### src/rtl/snn_pkg.sv
// snn_pkg: shared state type, default sizes and width helper for the SNN output decoder
package snn_pkg;
  typedef enum logic [1:0] {COUNT, SCAN, HOLD} state_t;
  localparam int N_OUT_CH = 4;
  localparam int T_WINDOW = 250;
  localparam int SPK_CNT_W = 8;
  function automatic int clog2(input int v);
    int r = 1;
    while ((1 << r) < v) r++;
    return r;
  endfunction
endpackage

### src/rtl/spike_counter_sat.sv
// spike_counter_sat: single-channel spike counter that sticks at all-ones instead of wrapping
module spike_counter_sat #(
  parameter int W = 8
) (
  input  logic         clk,
  input  logic         rst,
  input  logic         i_en,
  input  logic         i_clr,
  input  logic         i_inc,
  output logic [W-1:0] o_cnt
);
  logic [W-1:0] r_cnt;
  always_ff @(posedge clk)
    if (rst || i_clr) r_cnt <= '0;
    else if (i_en && i_inc && r_cnt != '1) r_cnt <= r_cnt + 1'b1;
  assign o_cnt = r_cnt;
endmodule

### src/rtl/spike_rate_decoder.sv
// spike_rate_decoder: counts spikes per channel over a window, then scans for the rate-coded winner
module spike_rate_decoder #(
  parameter int N_CH     = snn_pkg::N_OUT_CH,
  parameter int T_WINDOW = snn_pkg::T_WINDOW,
  parameter int CNT_W    = snn_pkg::SPK_CNT_W,
  parameter int IDX_W    = 2
) (
  input  logic             clk,
  input  logic             rst,
  input  logic             en,
  input  logic [N_CH-1:0]  spikes,
  input  logic             ready,
  output logic             valid,
  output logic [IDX_W-1:0] class_idx,
  output logic [CNT_W-1:0] class_count,
  output logic             tie,
  output logic             no_spike,
  output logic             busy
);
  import snn_pkg::*;
  localparam int WIN_W = clog2(T_WINDOW);
  state_t           r_state;
  logic [WIN_W-1:0] r_win;
  logic [IDX_W-1:0] r_scan, r_best_idx;
  logic [CNT_W-1:0] r_best;
  logic             r_tie;
  logic [CNT_W-1:0] w_cnt [N_CH];
  logic [CNT_W-1:0] w_cur, w_best_n;
  logic [IDX_W-1:0] w_idx_n;
  logic             w_cnt_en, w_clr, w_take, w_tie_n, w_win_end;
  assign w_cnt_en  = r_state == COUNT && en;
  assign w_clr     = r_state == HOLD && ready;
  assign w_win_end = r_win == WIN_W'(T_WINDOW - 1);
  for (genvar i = 0; i < N_CH; i++) begin : g_ch
    spike_counter_sat #(.W(CNT_W)) u_cnt (
      .clk   (clk),
      .rst   (rst),
      .i_en  (w_cnt_en),
      .i_clr (w_clr),
      .i_inc (spikes[i]),
      .o_cnt (w_cnt[i])
    );
  end
  // channel 0 seeds the running best; strict > keeps the lowest index on ties
  assign w_cur    = w_cnt[r_scan];
  assign w_take   = r_scan == '0 || w_cur > r_best;
  assign w_best_n = w_take ? w_cur : r_best;
  assign w_idx_n  = w_take ? r_scan : r_best_idx;
  assign w_tie_n  = w_take ? 1'b0 : (w_cur == r_best ? 1'b1 : r_tie);
  assign busy     = r_state != COUNT;
  always_ff @(posedge clk)
    if (rst) begin
      r_state     <= COUNT;
      r_win       <= '0;
      r_scan      <= '0;
      r_best      <= '0;
      r_best_idx  <= '0;
      r_tie       <= 1'b0;
      valid       <= 1'b0;
      class_idx   <= '0;
      class_count <= '0;
      tie         <= 1'b0;
      no_spike    <= 1'b0;
    end else
      case (r_state)
        COUNT: if (en) begin
          r_win <= w_win_end ? '0 : r_win + 1'b1;
          if (w_win_end) begin
            r_state <= SCAN;
            r_scan  <= '0;
          end
        end
        SCAN: begin
          r_best     <= w_best_n;
          r_best_idx <= w_idx_n;
          r_tie      <= w_tie_n;
          r_scan     <= r_scan + 1'b1;
          if (r_scan == IDX_W'(N_CH - 1)) begin
            r_state     <= HOLD;
            valid       <= 1'b1;
            class_idx   <= w_idx_n;
            class_count <= w_best_n;
            tie         <= w_tie_n;
            no_spike    <= w_best_n == '0;
          end
        end
        HOLD: if (ready) begin
          r_state <= COUNT;
          valid   <= 1'b0;
        end
        default: r_state <= COUNT;
      endcase
endmodule

### config.mk
export PLATFORM = sky130hd
export DESIGN_NAME = spike_rate_decoder
export DESIGN_NICKNAME = d
export VERILOG_FILES = /design/src/rtl/snn_pkg.sv /design/src/rtl/spike_counter_sat.sv /design/src/rtl/spike_rate_decoder.sv
export SDC_FILE = /design/constraint.sdc
export NUM_CORES = 1
export LEC_CHECK = 0
export ABC_AREA = 1
export CAP_MARGIN = 20
export CORE_MARGIN = 2
export CORE_UTILIZATION = 29
export CTS_BUF_LIST = sky130_fd_sc_hd__clkbuf_2 sky130_fd_sc_hd__clkbuf_4 sky130_fd_sc_hd__clkbuf_8
export CTS_CLUSTER_SIZE = 14
export DETAILED_ROUTE_END_ITERATION = 16
export DONT_BUFFER_PORTS = 1
export PLACE_DENSITY_LB_ADDON = 0.3
export SYNTH_ARGS = -nofsm -noshare
export SYNTH_HDL_FRONTEND = slang
export SYNTH_SLANG_ARGS = --single-unit
export TNS_END_PERCENT = 50
### constraint.sdc
create_clock -name clk -period 7.06 [get_ports clk]
set_clock_uncertainty 0.2 [all_clocks]
set_input_delay 1.059 -clock clk [delete_from_list [all_inputs] [get_ports clk]]
set_output_delay 1.059 -clock clk [all_outputs]
set_load 0.05 [all_outputs]
==> results of run 1 <==
==> worst min-delay path by stage <==
stage,startpoint,end,slack [ns],cells after the start
after global routing,r_win[6],r_win[6],0.32,2
after CTS,r_win[6],r_win[6],0.30,2
after detailed placement,r_best_idx[1],r_best_idx[1],0.29,2
final,r_win[6],r_win[6],0.29,2
after global placement,r_best_idx[1],r_best_idx[1],0.28,2
after floorplan,r_win[7],r_win[7],0.25,2
==> power by group through the flow <==
stage	clock network, W	registers [W]	logic (W)
floorplan	0	0.000399	0.0000278
detailed placement	0	0.000401	0.0000348
global route	0.000391	0.000392	0.0000400
finish	0.000366	0.000392	0.0000349
global placement	0	0.000401	0.0000343
CTS	0.000374	0.000392	0.0000349
==> flip-flops by register name (all words and copies together) (netlist names) <==
signal            flops
no_spike              1
r_tie                 1
r_best                8
r_win                 8
class_idx             2
r_scan                2
tie                   1
valid                 1
g_ch.u_cnt.o_cnt     32
r_best_idx            2
class_count           8
r_state               2
==> layer usage <==
layer  track usage, %  part of all wire (%)  vias to the layer above
li1                 -                     -                     1664
met3            4.878                   5.2                       12
met1            17.93                    49                     1440
met2            21.12                    44                       60
met5                0                     0                        -
met4            3.889                   1.2                        0
==> logic make-up (layout without fill, tap and decap cells) <==
family	count (synthesis)	in the layout	share of synthesized area [%]
fa+ha+maj	16	16	5.474
buf+inv	107	110	11.84
flops	68	68	37.22
simple gates	190	190	25.97
compound gates	125	125	19.26
xor+xnor	1	1	0.2395
==> layout make-up <==
cell class,instances,share of cell area [%]
sequential,68,33.82
timing repair buffer,1,0.1865
clock inverter,4,1.803
multi-input combinational,332,46.29
tap,172,5.347
clock buffer,11,3.761
inverter,94,8.797
==> cell usage in the layout (no fill, tap or decap), types with 2 or more instances in the layout <==
cell and n:
nand2_1 92, inv_1 88, dfxtp_1 68, a21oi_1 55
o21ai_0 37, nand3_1 23, nor3_1 19, ha_1 16
nor2_1 15, o211ai_1 13, clkbuf_8 11, nor2_2 6
inv_2 5, and2_1 5, o21ai_1 5, nand2_2 5
and3_1 4, o21a_1 4, nand4_1 3, nand3_2 3
nor2_4 2, nand2_4 2, clkinv_2 2, nor3_2 2
or2_0 2, a211oi_1 2, nor4_2 2, a31oi_1 2
bufinv_16 2
==> worst register-to-register path, stage by stage, from the launching register on <==
cell and delay, ns:
dfxtp_1 0.86, inv_2 0.21, nand2_1 0.10, nand3_1 0.06, and2_1 0.19, ha_1 0.29
nand2_1 0.08, nor2_2 0.13, nand4_1 0.12, nand2_2 0.16, nand2_4 0.14, o21ai_1 0.23
nand2_1 0.08, nor2_1 0.10, nand2_1 0.07, a21oi_2 0.10
==> through the flow <==
step / cell area [sq um] / total power (W) / setup WS (ns) / utilization (%)
6_report: 4025 / 0.0007932 / 3.870 / 32.29
3_3_place_gp: 3801 / 0.0004348 / 4.026 / 30.49
3_5_place_dp: 3801 / 0.0004356 / 3.887 / 30.49
4_1_cts: 4025 / 0.0008010 / 3.866 / 32.29
2_1_floorplan: 3657 / 0.0004270 / 4.596 / -
5_1_grt: 4025 / 0.0008231 / 3.440 / 32.29
==> synth_stat cells, drive strengths merged (2+ instances only) <==
cell | n | share of area, %
a211oi | 3 | 0.75
a21oi | 56 | 7.8
a31oi | 2 | 0.34
and2 | 6 | 1.1
and3 | 4 | 0.68
buf | 7 | 1.5
clkbuf | 6 | 0.62
dfxtp | 68 | 37
ha | 16 | 5.5
inv | 93 | 9.5
nand2 | 99 | 11
nand3 | 27 | 4.4
nand4 | 3 | 0.51
nor2 | 23 | 3.2
nor3 | 21 | 3.1
nor4 | 4 | 1.4
o211ai | 13 | 2.7
o21a | 4 | 0.82
o21ai | 43 | 6.0
or2 | 2 | 0.34
==> run summary, run 1 <==
status -> finished clean
EDFF count, synth -> 0
clk buf depth -> 2
DR pass1 iterations -> 4
antenna cell count -> 0
Comb pwr share -> 4.4%
Chip Height -> 116.3 microns
Critical Path Sink -> no_spike
Fin Hold WS -> 0.2926 ns
Post-Route WL -> 8459 microns
Final ANT Viol Nets -> 0
storage element area -> 0.001361 sq mm
maximum clock frequency -> 313.5 MHz
critical-path cell list -> inv_2, nand2_1, nand3_1, and2_1, ha_1, nand2_1, nor2_2, nand4_1, nand2_2, nand2_4, o21ai_1, nand2_1, nor2_1, nand2_1, a21oi_2
final setup vio count -> 0
vias -> 3176
core area -> 0.01247 sq mm
arrival time worst endpoint -> 3.29 ns
Max VDD drop -> 0.00009532 V
RSZ-0062 raised after global routing -> false
number of fillers in the final layout -> 1344
NetSw -> 0.0001796 W
final net count -> 530
Fin. Hold Viols -> 0
FF+latch count, synth -> 68
Post-synth ARST share -> 0%
Max Cap Viol -> 0
CTS clk-pin slew, worst paths -> 0.08 ns
crit path buf inv count -> 1
footprint of the multi-input gates -> 0.001863 sq mm
Clock Power Share -> 46.2%
Register-to-Register Setup Slack -> 3.87 ns
syn_nets -> 531
std cell rows -> 41
GRT Util Overall -> 13.64%
TritonCTS clock tree -> yes
worst min path class -> reg -> reg
first-pass GRT wire length -> 14460 microns
final setup TNS -> 0 ns
Critical R2R Launch -> r_scan[0]
initial antenna violation count -> 0
post-synthesis sequential area ratio -> 37.22%
count of cell types in the netlist -> 44
cts bufs inserted -> 9
Rel. slew slack -> 44.74%
Port Buffers -> 0
Crit Reg-Reg Endpoint -> no_spike
CP Class -> reg -> reg
Largest delay share family, worst path -> simple AND/OR/NAND/NOR gates
Initial Util -> 29.34%
root cell of the clock tree -> clkbuf_8
Final Cycle Share -> 45.18%
Mapped Area -> 0.003657 sq mm
syn avg cell area -> 7.214 sq um
CP Depth -> 15
die area -> 0.01353 sq mm
Wirelength per Cell -> 12.40 microns
worst skew pair latency -> 0.36 ns
Setup crit end kind -> flop
Top FF cell, synth -> dfxtp_1
Max Slew Vio Count -> 0
Worst setup SP type -> flop
Die W -> 116.3 microns
dpl cells -> 667
fraction of layout cells with a size suffix above 1 -> 9.804%
min Tclk post-route -> 3.190 ns
initial drt markers -> 230
largest fanout on the critical path -> 28
Worst setup startpoint -> r_scan[0]
Req. time, crit path -> 7.16 ns
Pwr per Cell Area -> 197.1 mW/mm^2
Sw Ratio -> 22.64%
Syn. warnings -> 0
number of global-route vias before repair -> 3041
cts repair resizes -> 0
Remaining DRCs -> 0
most used cell, CP -> nand2_1
Final HPWL DP -> 6315 microns
gpl congestion -> 0.9096
Slew @ Worst Pin -> 0.8280 ns
CTS H-Tree Depth -> 3
share of power burned in registers -> 49.4%
Max stage delay cell, worst path -> dfxtp_1
clock sinks -> 68
reg2reg path depth -> 15
P_leak -> 1.596 nW
Ports -> 22
Remaining Overflow, GRT -> 0
largest net degree at the start of global routing -> 29
CTS Hold Buffers Added -> 0
max incr delay on CP -> 0.86 ns
Post-CTS Setup Inserts -> 0
Post-Syn Instances -> 507
fin cells -> 682
Pint -> 0.0006136 W
Vias/cell -> 4.657
area growth from synthesis to layout -> 10.06%
Power figures use the tool's default switching activity.
==> run 2: changes to the inputs <==
Settings changed: ABC_AREA 1 to 0.
Clock period 7.06 ns to 3.1 ns, I/O delays scaled along.
==> run 2 against run 1 <==
  * Core utilization rose by 1.3 points
  * Largest power group unchanged
  * Fmax grew 7.0%
  * Die area is 2.3% lower
==> run summary, run 2 <==
Chip Height -> 114.9 microns (-1.2%)
P_leak -> 1.368 nW (-14%)
initial antenna violation count -> 0 (unchanged)
largest area contributor in the netlist -> dfxtp_1
Post-synth ARST share -> 0% (unchanged)
share of the synthesized area in the top cell type -> 38.14% (+0.91 points)
CTS H-Tree Depth -> 3 (unchanged)
EDFF count, synth -> 0 (unchanged)
cts bufs inserted -> 9 (unchanged)
Max stage delay cell, worst path -> mux4_1
Pint -> 0.001290 W (+110%)
Fin. Hold Viols -> 0 (unchanged)
syn_nets -> 428 (-19%)
Pwr per Cell Area -> 424.0 mW/mm^2 (+120%)
CTS clk-pin slew, worst paths -> 0.08 ns (about the same)
number of global-route vias before repair -> 2699 (-11%)
Worst setup SP type -> flop
count of cell types in the netlist -> 49 (+11%)
critical-path cell list -> buf_12, mux4_1, ha_1, a211oi_1, nor2_2, nor4bb_4, clkbuf_4, o21ai_0, a311oi_1
Synth area leaders -> dfxtp_1, nor2_1, ha_1
Vias/cell -> 5.234 (+12%)
Comb pwr share -> 4.0% (-0.4 points)
DR pass1 iterations -> 5 (+1)
die area -> 0.01321 sq mm (-2.3%)
Post-Route WL -> 8573 microns (+1.3%)
initial drt markers -> 231 (+0.43%)
max incr delay on CP -> 0.60 ns (-0.26 ns)
post-synthesis sequential area ratio -> 38.14% (+0.91 points)
core area -> 0.01201 sq mm (-3.6%)
vias -> 2947 (-7.2%)
Die W -> 114.9 microns (-1.2%)
Fin Hold WS -> 0.08677 ns (-0.2058 ns)
FF+latch count, synth -> 68 (unchanged)
Final Util -> 33.56% (+1.3 points)
Post-Syn Instances -> 404 (-20%)
root cell of the clock tree -> clkbuf_8
std cell rows -> 40 (-2.4%)
Max VDD drop -> 0.0002116 V (+120%)
first-pass GRT wire length -> 14000 microns (-3.2%)
Final HPWL DP -> 6082 microns (-3.7%)
commonest non-fill, non-tap cell in the layout -> dfxtp_1
largest net degree at the start of global routing -> 34 (+17%)
maximum clock frequency -> 335.6 MHz (+7.0%)
arrival time worst endpoint -> 3.05 ns (-0.24 ns)
worst min path class -> in -> reg
Clock Power Share -> 43.7% (-2.5 points)
RSZ-0062 raised after global routing -> true
Remaining Overflow, GRT -> 0 (unchanged)
clk buf depth -> 2 (unchanged)
Register-to-Register Setup Slack -> 0.12 ns (-3.75 ns)
Initial Util -> 29.72% (+0.38 points)
status -> finished clean
area post-placement -> 0.003770 sq mm (-0.82%)
Ports -> 22 (unchanged)
syn avg cell area -> 8.836 sq um (+22%)
final setup vio count -> 0 (unchanged)
CP Class -> reg -> reg
antenna cell count -> 0 (unchanged)
area growth from synthesis to layout -> 12.93%
fraction of layout cells with a size suffix above 1 -> 12.26% (+2.5 points)
Slew @ Worst Pin -> 0.9683 ns (+0.1403 ns)
largest fanout on the critical path -> 12 (-57%)
Tot Pwr -> 0.001709 W (+120%)
Max Slew Vio Count -> 0 (unchanged)
gpl congestion -> 0.7996 (-12%)
Final WS setup -> 0.1200 ns (-3.750 ns)
Final Cycle Share -> 96.13% (+51 points)
most common cell in the netlist -> dfxtp_1
number of flip-flops in the largest register -> 32 (unchanged)
final net count -> 435 (-18%)
TritonCTS clock tree -> yes
Remaining DRCs -> 0 (unchanged)
Rel. slew slack -> 35.23% (-9.5 points)
pre-CTS setup slack -> 0.1156 ns (-3.771 ns)
Top FF cell, synth -> dfxtp_1
clock sinks -> 68 (unchanged)
Mapped Area -> 0.003570 sq mm (-2.4%)
GRT Util Overall -> 13.64% (about the same)
Req. time, crit path -> 3.17 ns (-3.99 ns)
Setup crit end kind -> flop
Max Cap Viol -> 0 (unchanged)
Final ANT Viol Nets -> 0 (unchanged)
fin area -> 0.004031 sq mm (+0.16%)
worst skew pair latency -> 0.37 ns (about the same)
Port Buffers -> 0 (unchanged)
Syn. warnings -> 0 (unchanged)
min Tclk post-route -> 2.980 ns (-0.2095 ns)
Sw Ratio -> 24.55% (+1.9 points)
synth cell count leaders -> dfxtp_1, nor2_1, nand2_1, nand4_1, a21oi_1
NetSw -> 0.0004196 W (+130%)
Wirelength per Cell -> 15.23 microns (+23%)
number of fillers in the final layout -> 1230 (-8.5%)
most frequent cells in the layout -> dfxtp_1, nor2_1, nand2_1, nand4_1, a21oi_1
share of power burned in registers -> 52.3% (+2.9 points)
## run 2: path summary, 6_finish.rpt
check,start,endpoint,depth (start not counted)
min reg2reg,r_best_idx[1],r_best_idx[1],2
max reg2reg,r_scan[1],class_idx[1],9
min,ready,r_state[1],2
max,r_scan[1],class_idx[1],9
## run 2: cell type report
cell class | count | area, sq um | area share [%]
multi-input cells | 297 | 2058 | 51.06
flip-flops and latches | 68 | 1363 | 33.80
well taps | 147 | 183.9 | 4.562
repair buffers | 18 | 166.4 | 4.128
clock buffers | 10 | 131.4 | 3.259
clock inverters | 6 | 65.06 | 1.614
inverters | 17 | 63.81 | 1.583
## run 2: cell families (layout without fill, tap and decap cells)
group | Yosys count | in the layout | share of synthesized area [%]
xor gates and xnor gates | 30 | 30 | 7.361
and+or+nand+nor | 163 | 163 | 22.99
AOI/OAI and AO/OA | 73 | 73 | 14.34
DFF | 68 | 68 | 38.14
buffers and inverters | 39 | 51 | 4.732
muxes | 15 | 15 | 6.835
adders and majority gates | 16 | 16 | 5.608
## run 2: power groups by stage
stage	clock (W)	combinational (W)	sequential, W
6_report	0.000747	0.0000691	0.000894
4_1_cts	0.000770	0.0000695	0.000893
3_3_place_gp	0	0.0000621	0.000913
3_5_place_dp	0	0.0000632	0.000914
2_1_floorplan	0	0.0000557	0.000910
5_1_grt	0.000805	0.0000779	0.000895
## run 2: per-layer routing
| metal | global-route usage [%] | routed length, microns | part of all wire (%) | vias to the layer above |
|---|---|---|---|---|
| met3 | 4.533 | 580 | 6.8 | 15 |
| met1 | 18.52 | 4126 | 48 | 1373 |
| li1 | - | - | - | 1477 |
| met5 | 0 | 0 | 0 | - |
| met4 | 5.863 | 170 | 2.0 | 0 |
| met2 | 19.76 | 3695 | 43 | 82 |
## run 2: timing repair
action | 4_1_cts | 5_1_grt
gates resized for setup | 0 | 9
hold buffers | 1 | 0
setup endpoints to repair | 0 | 20
hold endpoints to repair | 26 | 0
buffers inserted | 0 | 4
## run 2: stage by stage
stage / TNS (ns) / cells
after floorplan: 0 / 404
after global routing: -0.1500 / 563
after global placement: 0 / 541
after detailed placement: 0 / 541
after CTS: 0 / 558
final: 0 / 563
## run 2: critical path, delay by kind of cell (launching register included)
kind            cells  cell delay (ns)
fa+ha+maj           1             0.22
flops               1             0.36
buf+inv             2             0.41
mux                 1             0.60
simple gates        2             0.46
compound gates      3             0.63
